`config.mk`:
```
export PLATFORM = sky130hd
export DESIGN_NAME = wb_arbiter
export DESIGN_NICKNAME = d
export VERILOG_FILES = /design/src/rtl/wb_arbiter.sv
export SDC_FILE = /design/constraint.sdc
export NUM_CORES = 1
export LEC_CHECK = 0
export CAP_MARGIN = 20
export CORE_MARGIN = 5
export CORE_UTILIZATION = 50
export DETAILED_ROUTE_END_ITERATION = 8
export PLACE_DENSITY = 0.8
export SYNTH_ARGS = -nofsm -noshare
export SYNTH_HDL_FRONTEND = slang
export SYNTH_SLANG_ARGS = --single-unit
```
`constraint.sdc`:
```
create_clock -name clk -period 4.69 [get_ports clk]
set_input_delay 0.938 -clock clk [delete_from_list [all_inputs] [get_ports clk]]
set_output_delay 0.938 -clock clk [all_outputs]
set_load 0.01 [all_outputs]
```
`src/rtl/wb_arbiter.sv`:
```
// Writeback arbiter for the register-file write port (we3/wa3/wd3).
// Single-cycle ALU results take priority over long-latency results, which
// wait in a small FIFO. A per-register busy scoreboard tracks outstanding
// long-latency writes. A starvation counter raises alu_stall so that
// FIFO entries cannot wait forever.
// Optional feature: define WB_BYPASS_EN to add the byp_valid/byp_rd/byp_data
// forwarding outputs.
module wb_arbiter #(
  parameter int DEPTH        = 4,
  parameter int STARVE_LIMIT = 8
) (
  input  logic        clk,
  input  logic        rst_n,
  input  logic        alu_valid,
  input  logic [4:0]  alu_rd,
  input  logic [31:0] alu_data,
  input  logic        mc_valid,
  output logic        mc_ready,
  input  logic [4:0]  mc_rd,
  input  logic [31:0] mc_data,
  input  logic        issue_valid,
  input  logic [4:0]  issue_rd,
  output logic [31:0] busy,
  output logic        alu_stall,
  output logic        we3,
  output logic [4:0]  wa3,
  output logic [31:0] wd3
`ifdef WB_BYPASS_EN
  ,
  output logic        byp_valid,
  output logic [4:0]  byp_rd,
  output logic [31:0] byp_data
`endif
);

  localparam int AW = $clog2(DEPTH);
  localparam int CW = AW + 1;
  localparam int SW = $clog2(STARVE_LIMIT + 1);
  localparam logic [CW-1:0] FULL_CNT   = CW'(DEPTH);
  localparam logic [SW-1:0] STARVE_MAX = SW'(STARVE_LIMIT);

  logic [4:0]    fifo_rd_q   [DEPTH];
  logic [4:0]    fifo_rd_d   [DEPTH];
  logic [31:0]   fifo_data_q [DEPTH];
  logic [31:0]   fifo_data_d [DEPTH];
  logic [AW-1:0] wr_ptr_q, wr_ptr_d;
  logic [AW-1:0] rd_ptr_q, rd_ptr_d;
  logic [CW-1:0] cnt_q, cnt_d;
  logic [SW-1:0] starve_q, starve_d;
  logic          alu_stall_q, alu_stall_d;
  logic [31:0]   busy_q, busy_d;
  logic          we3_q, we3_d;
  logic [4:0]    wa3_q, wa3_d;
  logic [31:0]   wd3_q, wd3_d;

  logic        full, empty, alu_win, pop, push;
  logic [4:0]  head_rd;
  logic [31:0] head_data;
  logic        win_valid;
  logic [4:0]  win_rd;
  logic [31:0] win_data;
  logic [31:0] busy_set, busy_clr;

  // Arbitration, FIFO bookkeeping, scoreboard and starvation next-state.
  always_comb begin
    full      = (cnt_q == FULL_CNT);
    empty     = (cnt_q == '0);
    alu_win   = alu_valid && (alu_rd != 5'd0);
    pop       = !alu_win && !empty;
    // rd=0 offers are handshaken but never stored
    push      = mc_valid && !full && (mc_rd != 5'd0);
    head_rd   = fifo_rd_q[rd_ptr_q];
    head_data = fifo_data_q[rd_ptr_q];

    win_valid = alu_win || pop;
    win_rd    = alu_win ? alu_rd : head_rd;
    win_data  = alu_win ? alu_data : head_data;

    we3_d = win_valid;
    wa3_d = win_valid ? win_rd : wa3_q;
    wd3_d = win_valid ? win_data : wd3_q;

    wr_ptr_d = push ? wr_ptr_q + AW'(1) : wr_ptr_q;
    rd_ptr_d = pop  ? rd_ptr_q + AW'(1) : rd_ptr_q;

    cnt_d = cnt_q;
    case ({push, pop})
      2'b10:   cnt_d = cnt_q + CW'(1);
      2'b01:   cnt_d = cnt_q - CW'(1);
      default: cnt_d = cnt_q;
    endcase

    busy_set = (issue_valid && (issue_rd != 5'd0)) ? (32'd1 << issue_rd) : 32'd0;
    busy_clr = pop ? (32'd1 << head_rd) : 32'd0;
    // set is applied after clear so a same-edge re-issue keeps the bit
    busy_d   = ((busy_q & ~busy_clr) | busy_set) & ~32'd1;

    starve_d = starve_q;
    if (empty || pop)
      starve_d = '0;
    else if (starve_q != STARVE_MAX)
      starve_d = starve_q + SW'(1);
    alu_stall_d = (starve_d == STARVE_MAX);
  end

  // FIFO storage next-state: write the tail slot on an accepted push.
  always_comb begin
    fifo_rd_d   = fifo_rd_q;
    fifo_data_d = fifo_data_q;
    if (push) begin
      fifo_rd_d[wr_ptr_q]   = mc_rd;
      fifo_data_d[wr_ptr_q] = mc_data;
    end
  end

  // State registers; reset flushes the FIFO, scoreboard and write port.
  always_ff @(posedge clk or negedge rst_n) begin
    if (!rst_n) begin
      for (int i = 0; i < DEPTH; i++) begin
        fifo_rd_q[i]   <= '0;
        fifo_data_q[i] <= '0;
      end
      wr_ptr_q    <= '0;
      rd_ptr_q    <= '0;
      cnt_q       <= '0;
      starve_q    <= '0;
      alu_stall_q <= 1'b0;
      busy_q      <= '0;
      we3_q       <= 1'b0;
      wa3_q       <= '0;
      wd3_q       <= '0;
    end else begin
      fifo_rd_q   <= fifo_rd_d;
      fifo_data_q <= fifo_data_d;
      wr_ptr_q    <= wr_ptr_d;
      rd_ptr_q    <= rd_ptr_d;
      cnt_q       <= cnt_d;
      starve_q    <= starve_d;
      alu_stall_q <= alu_stall_d;
      busy_q      <= busy_d;
      we3_q       <= we3_d;
      wa3_q       <= wa3_d;
      wd3_q       <= wd3_d;
    end
  end

  assign mc_ready  = !full;
  assign busy      = busy_q;
  assign alu_stall = alu_stall_q;
  assign we3       = we3_q;
  assign wa3       = wa3_q;
  assign wd3       = wd3_q;

`ifdef WB_BYPASS_EN
  // Forwarding view of this cycle's winner, i.e. next cycle's write port.
  assign byp_valid = win_valid;
  assign byp_rd    = win_rd;
  assign byp_data  = win_data;
`endif

endmodule

```
# Word-level counts from Yosys, hierarchy flattened
# Cells that the tools add are included.
[word_totals] ff_bits=229 in_bits=84 out_inout_bits=72
[classes] n_addsub=5 order_cmp=3 n_eq_ne=5 n_shift=2 n_mux=19 bitwise_logic=5 n_reduce_logical=16
[ops] operator="2-to-1 mux 32 bit" count=6
[ops] operator="bitwise mux 128 bit" count=1
[ops] operator="binary-select mux 32 bit (select 2 bit)" count=1
[ops] operator="demux 32 bit (select 2 bit)" count=1
[ops] operator="<< shifter 1 x 5 -> 32 bit (first input constant)" count=2
[ops] operator="bitwise AND 32 bit" count=1
[ops] operator="inverter 32 bit" count=1
[ops] operator="bitwise OR 32 bit" count=1
[ops] operator="bitwise mux 20 bit" count=1
[ops] operator="2-to-1 mux 5 bit" count=4
[ops] operator="nonzero test 5 bit" count=3
[ops] operator="binary-select mux 5 bit (select 2 bit)" count=1
[ops] operator="demux 5 bit (select 2 bit)" count=1
[ops] operator="2-to-1 mux 4 bit" count=2
[ops] operator="greater-or-equal comparator 3 bit (second input constant)" count=2
[ops] operator="logical AND 1 bit" count=6
[ops] operator="inverter 2 -> 3 bit" count=2
[ops] operator="case mux 3 bit (2 select lines)" count=1
[ops] operator="adder 2 x 1 -> 2 bit (second input constant)" count=2
[ops] operator="adder 4 x 1 -> 4 bit (second input constant)" count=1
[ops] operator="== test 4 bit (second input constant)" count=1
[ops] operator="inequality test 4 bit (second input constant)" count=1
[ops] operator="adder 3 x 1 -> 3 bit (second input constant)" count=1
[ops] operator="== test 3 bit (second input constant)" count=1
[ops] operator="8 further kinds" count=11

# Logic depth before layout (Yosys ltp)
[logic_depth] word_depth=9 depth_mapped=10

# Worst setup path before layout
# No wires, ideal clock.
[synth_timing] kind="input to register" start="input mc_rd[0]" end="register cnt_q[2]" arrival_ps=2837 required_time_ps=4611 slack_ps=1774 cell_stages=10 path_buffers=1 path_cell_list="or4_1 > o211a_1 > buf_4 > inv_1 > ha_1 > inv_1 > fa_1 > xor2_1 > nor2_1 > xor2_1"
[synth_between] elab_chain_len=4 elab_cells_between_ends=6 classes_between="eq/ne (2); mux (1); reduce/logical (3)"
[synth_lines] item="start: declaration" line="19" source="input logic [4:0] mc_rd,"
[synth_lines] item="nonzero test 5 bit (*)" line="71" source="push = mc_valid && !full && (mc_rd != 5'd0);"
[synth_lines] item="logical AND 1 bit (*)" line="71"
[synth_lines] item="== test 2 x 1 -> 1 bit / == test 2 bit (equally long branches)" line="87" source="case ({push, pop})"
[synth_lines] item="case mux 3 bit (2 select lines) / nonzero test 2 bit (equally long branches)"
[synth_lines] item="end signal: assignment" line="137" source="cnt_q <= cnt_d;"
[synth_lines] item="end: declaration" line="48" source="logic [CW-1:0] cnt_q, cnt_d;"
# Every way passes the cells marked *; elsewhere a longest branch is shown, timed or not.
# A chain may end at the register's enable or synchronous reset.

# Worst setup path after layout
# Same ends and word-level chain as after synthesis.

==> summary.txt <==
STA
  – Hold Worst Slack: 0.4883 ns
  – Unrepaired setup endpoints after global routing: false
  – Fin Setup TNS: 0 ns
  – Max-slew violations: 0
  – Period minus WS final: 3.053 ns
  – Final worst slack: 1.637 ns
  – Clock Skews: 0.009163 ns
  – Final setup viols: 0
  – Final Cycle Share: 0.6510
  – Rel. slew slack: 0.3761
  – F_max: 0.3275 GHz
  – Final hold vios: 0
  – Worst slew pin tran: 0.9358 ns

Clock network
  – CTS tree: built
  – Clock Path Buffers: 3
  – CTS root buf: clkbuf_16
  – Clock sinks: 229
  – Post-CTS Setup Inserts: 0
  – Post-CTS Hold Buffers: 0
  – Clock latency on the worst-skew pair: around 0.5 ns
  – Clock-pin slew on the worst setup and hold paths: 0.06 ns
  – CTS Buf Count: 24
  – H-Tree Depth: 1
  – Post_cts resized: 0

Power and ir drop
  – Pwr Total: 9.065 mW
  – Pwr Density: 715.1 nW/um^2
  – Leak: 5.281 nW
  – Peak VDD IR: 0.3257 mV

Floorplan
  – Core ar.: 20,170 sq um
  – Placement Rows: 52
  – I/O pin total: 156
  – Area of the die: between 20,000 and 25,000 sq um
  – Die Wd: 152.7 um
  – Die H: 152.7 um
  – Initial Util: 0.5046

Finish
  – Final instance area: 12,680 sq um
  – Layout cells sized above 1: 0.2604
  – Commonest cells after routing, fill and taps aside: dfrtp_1, clkdlybuf4s50_1, mux2_2
  – Commonest non-fill, non-tap cell in the layout: dfrtp_1
  – Area delta synth->final: 24.55%
  – Non-Filler Instances: 1,185
  – Post-layout util: 0.6285
  – Post-layout nets: 990

Place
  – HPWL Detailed: 14,840 um
  – Pre-CTS setup slack: 1.089 ns
  – Port bufs: about 150
  – Placed instance area: roughly 12,000 sq um
  – Dpl cells: 1,142
  – GPL Wtd Cong: roughly 0.84

Setup path
  – Setup slack, reg-to-reg: between 2 and 2.5 ns
  – Worst Setup EP: cnt_q[2]
  – Register-to-Register Path Depth: 4
  – Crit Path Category: in2reg
  – Worst EP arrival: 3.49 ns
  – RR Startpoint: rd_ptr_q[0]
  – Critical path capture point type: register
  – RR Endpoint: busy[14]
  – Startpoint Class: input pin
  – Worst Path Max Fanout: 8
  – Worst setup path start: mc_rd[0]
  – WP data required: slightly above 5 ns

Synthesis
  – Syn Inst Count: about 760
  – Sequential area share after synthesis: 0.5631
  – Syn avg cell area: 13.43 sq um
  – Yosys warning count: 0
  – Synth top area share: 0.5631
  – Yosys cell types: between 40 and 50
  – Mapped Area: 10,180 sq um
  – Post-Syn Nets: 850
  – Synth area leaders: dfrtp_1, mux2_2, mux4_2
  – Async set-reset flop share out of synthesis: 1.000
  – Post-synth EDFFs: 0
  – Cell taking the most area after synthesis: dfrtp_1
  – Ys flop type: dfrtp_1
  – Post-synthesis register bit count: 229

Global routing
  – Largest net degree at the start of global routing: 127
  – Initial antenna violation count: 0
  – First-pass GRT wire length: ~38,000 um
  – Grt total ovfl: 0
  – Total track usage: 0.1982
  – Vias in the first global route: just over 7,000

Drt
  – Initial DRC Count: 357
  – WL/cell: 19.42 um
  – First-pass DRT Iterations: 4
  – DR DRC count: 0
  – Via density per instance: 5.637
  – ANT nets after route: 0
  – Vias: 6,680
  – Final WL: 23,020 um

Job
  – Max Cap Viol: 0

Status
  – Status: finished, final reports clean

Min path
  – Hold Crit Class: reg2reg
-- registers in the layout, indices dropped and copies added, names as in the netlist --
signal,count
wd3,32
starve_q,4
fifo_rd_q,20
wa3,5
busy,31
fifo_data_q,128
we3,1
alu_stall,1
rd_ptr_q,2
wr_ptr_q,2
cnt_q,3
-- worst min-delay path by stage --
| stage | startpoint | end | slack (ns) | cells past startpoint |
|---|---|---|---|---|
| finish | fifo_data_q[120] | fifo_data_q[120] | 0.49 | 1 |
| global route | fifo_data_q[120] | fifo_data_q[120] | 0.50 | 1 |
| CTS | fifo_data_q[120] | fifo_data_q[120] | 0.49 | 1 |
| detailed placement | fifo_data_q[116] | fifo_data_q[116] | 0.48 | 1 |
| global placement | fifo_data_q[119] | fifo_data_q[119] | 0.47 | 1 |
| floorplan | fifo_data_q[64] | fifo_data_q[64] | 0.46 | 1 |
-- cell type report --
| type | instances | area (sq um) |
|---|---|---|
| inverters | 8 | 30.03 |
| multi-input cells | 470 | 4140 |
| diodes | 1 | 2.502 |
| clock buffers | 37 | 740.7 |
| repair buffers | 165 | 1667 |
| flip-flops and latches | 229 | 5733 |
| well taps | 270 | 337.8 |
| clock inverters | 5 | 25.02 |
| fillers | 1532 | 7493 |
-- layer usage --
metal,vias to the layer above,track usage,share of wire
met3,31,0.03550,0.057
met1,3429,0.2723,0.43
met2,181,0.3319,0.50
met4,0,0.04752,0.016
met5,-,0,0
li1,3039,-,-
-- kinds of logic after synthesis --
| kind of cell | Yosys count | share of synthesized area |
|---|---|---|
| other | 1 | 0.0003685 |
| buffers and inverters | 59 | 0.03196 |
| flip-flops | 229 | 0.5631 |
| adder cells (fa/ha/maj) | 8 | 0.01057 |
| multiplexers | 186 | 0.2471 |
| AND/OR/NAND/NOR | 166 | 0.07327 |
| XOR/XNOR | 8 | 0.006884 |
| AO/OA/AOI/OAI | 101 | 0.06676 |
-- worst max-delay path, stage by stage --
cell and delay, ns:
clkdlybuf4s50_1 0.48, or4_1 0.54, o211a_1 0.39, inv_1 0.11
ha_1 0.18, inv_1 0.07, fa_1 0.38, xor2_1 0.15
nor2_1 0.11, xor2_1 0.15
-- power breakdown --
part / internal [mW] / switching [mW] / total, mW / leakage (nW)
logic: 2.06 / 1.66 / 3.72 / 2.18
registers: 2.97 / 0.552 / 3.52 / 2.72
clock network: 1.08 / 0.745 / 1.82 / 0.384
total: 6.10 / 2.96 / 9.06 / 5.28
-- cells in the mapped netlist, types with 2 or more instances --
library cell and number:
dfrtp_1 229, or4_1 2, mux2_2 140, o21ai_0 14, nand3b_1 5, or3b_2 2
nand2b_1 6, buf_2 14, xor2_1 4, o21ai_1 4, a31oi_1 35, mux4_2 36
nand3_1 5, ha_1 7, o31ai_1 43, nor2_1 40, nor3_1 5, inv_1 8
nand2_4 4, mux2_1 9, buf_4 14, or3_1 2, buf_6 3, clkbuf_1 18
nand2_1 89, xnor2_1 4
(Power assumes the default switching activity.)
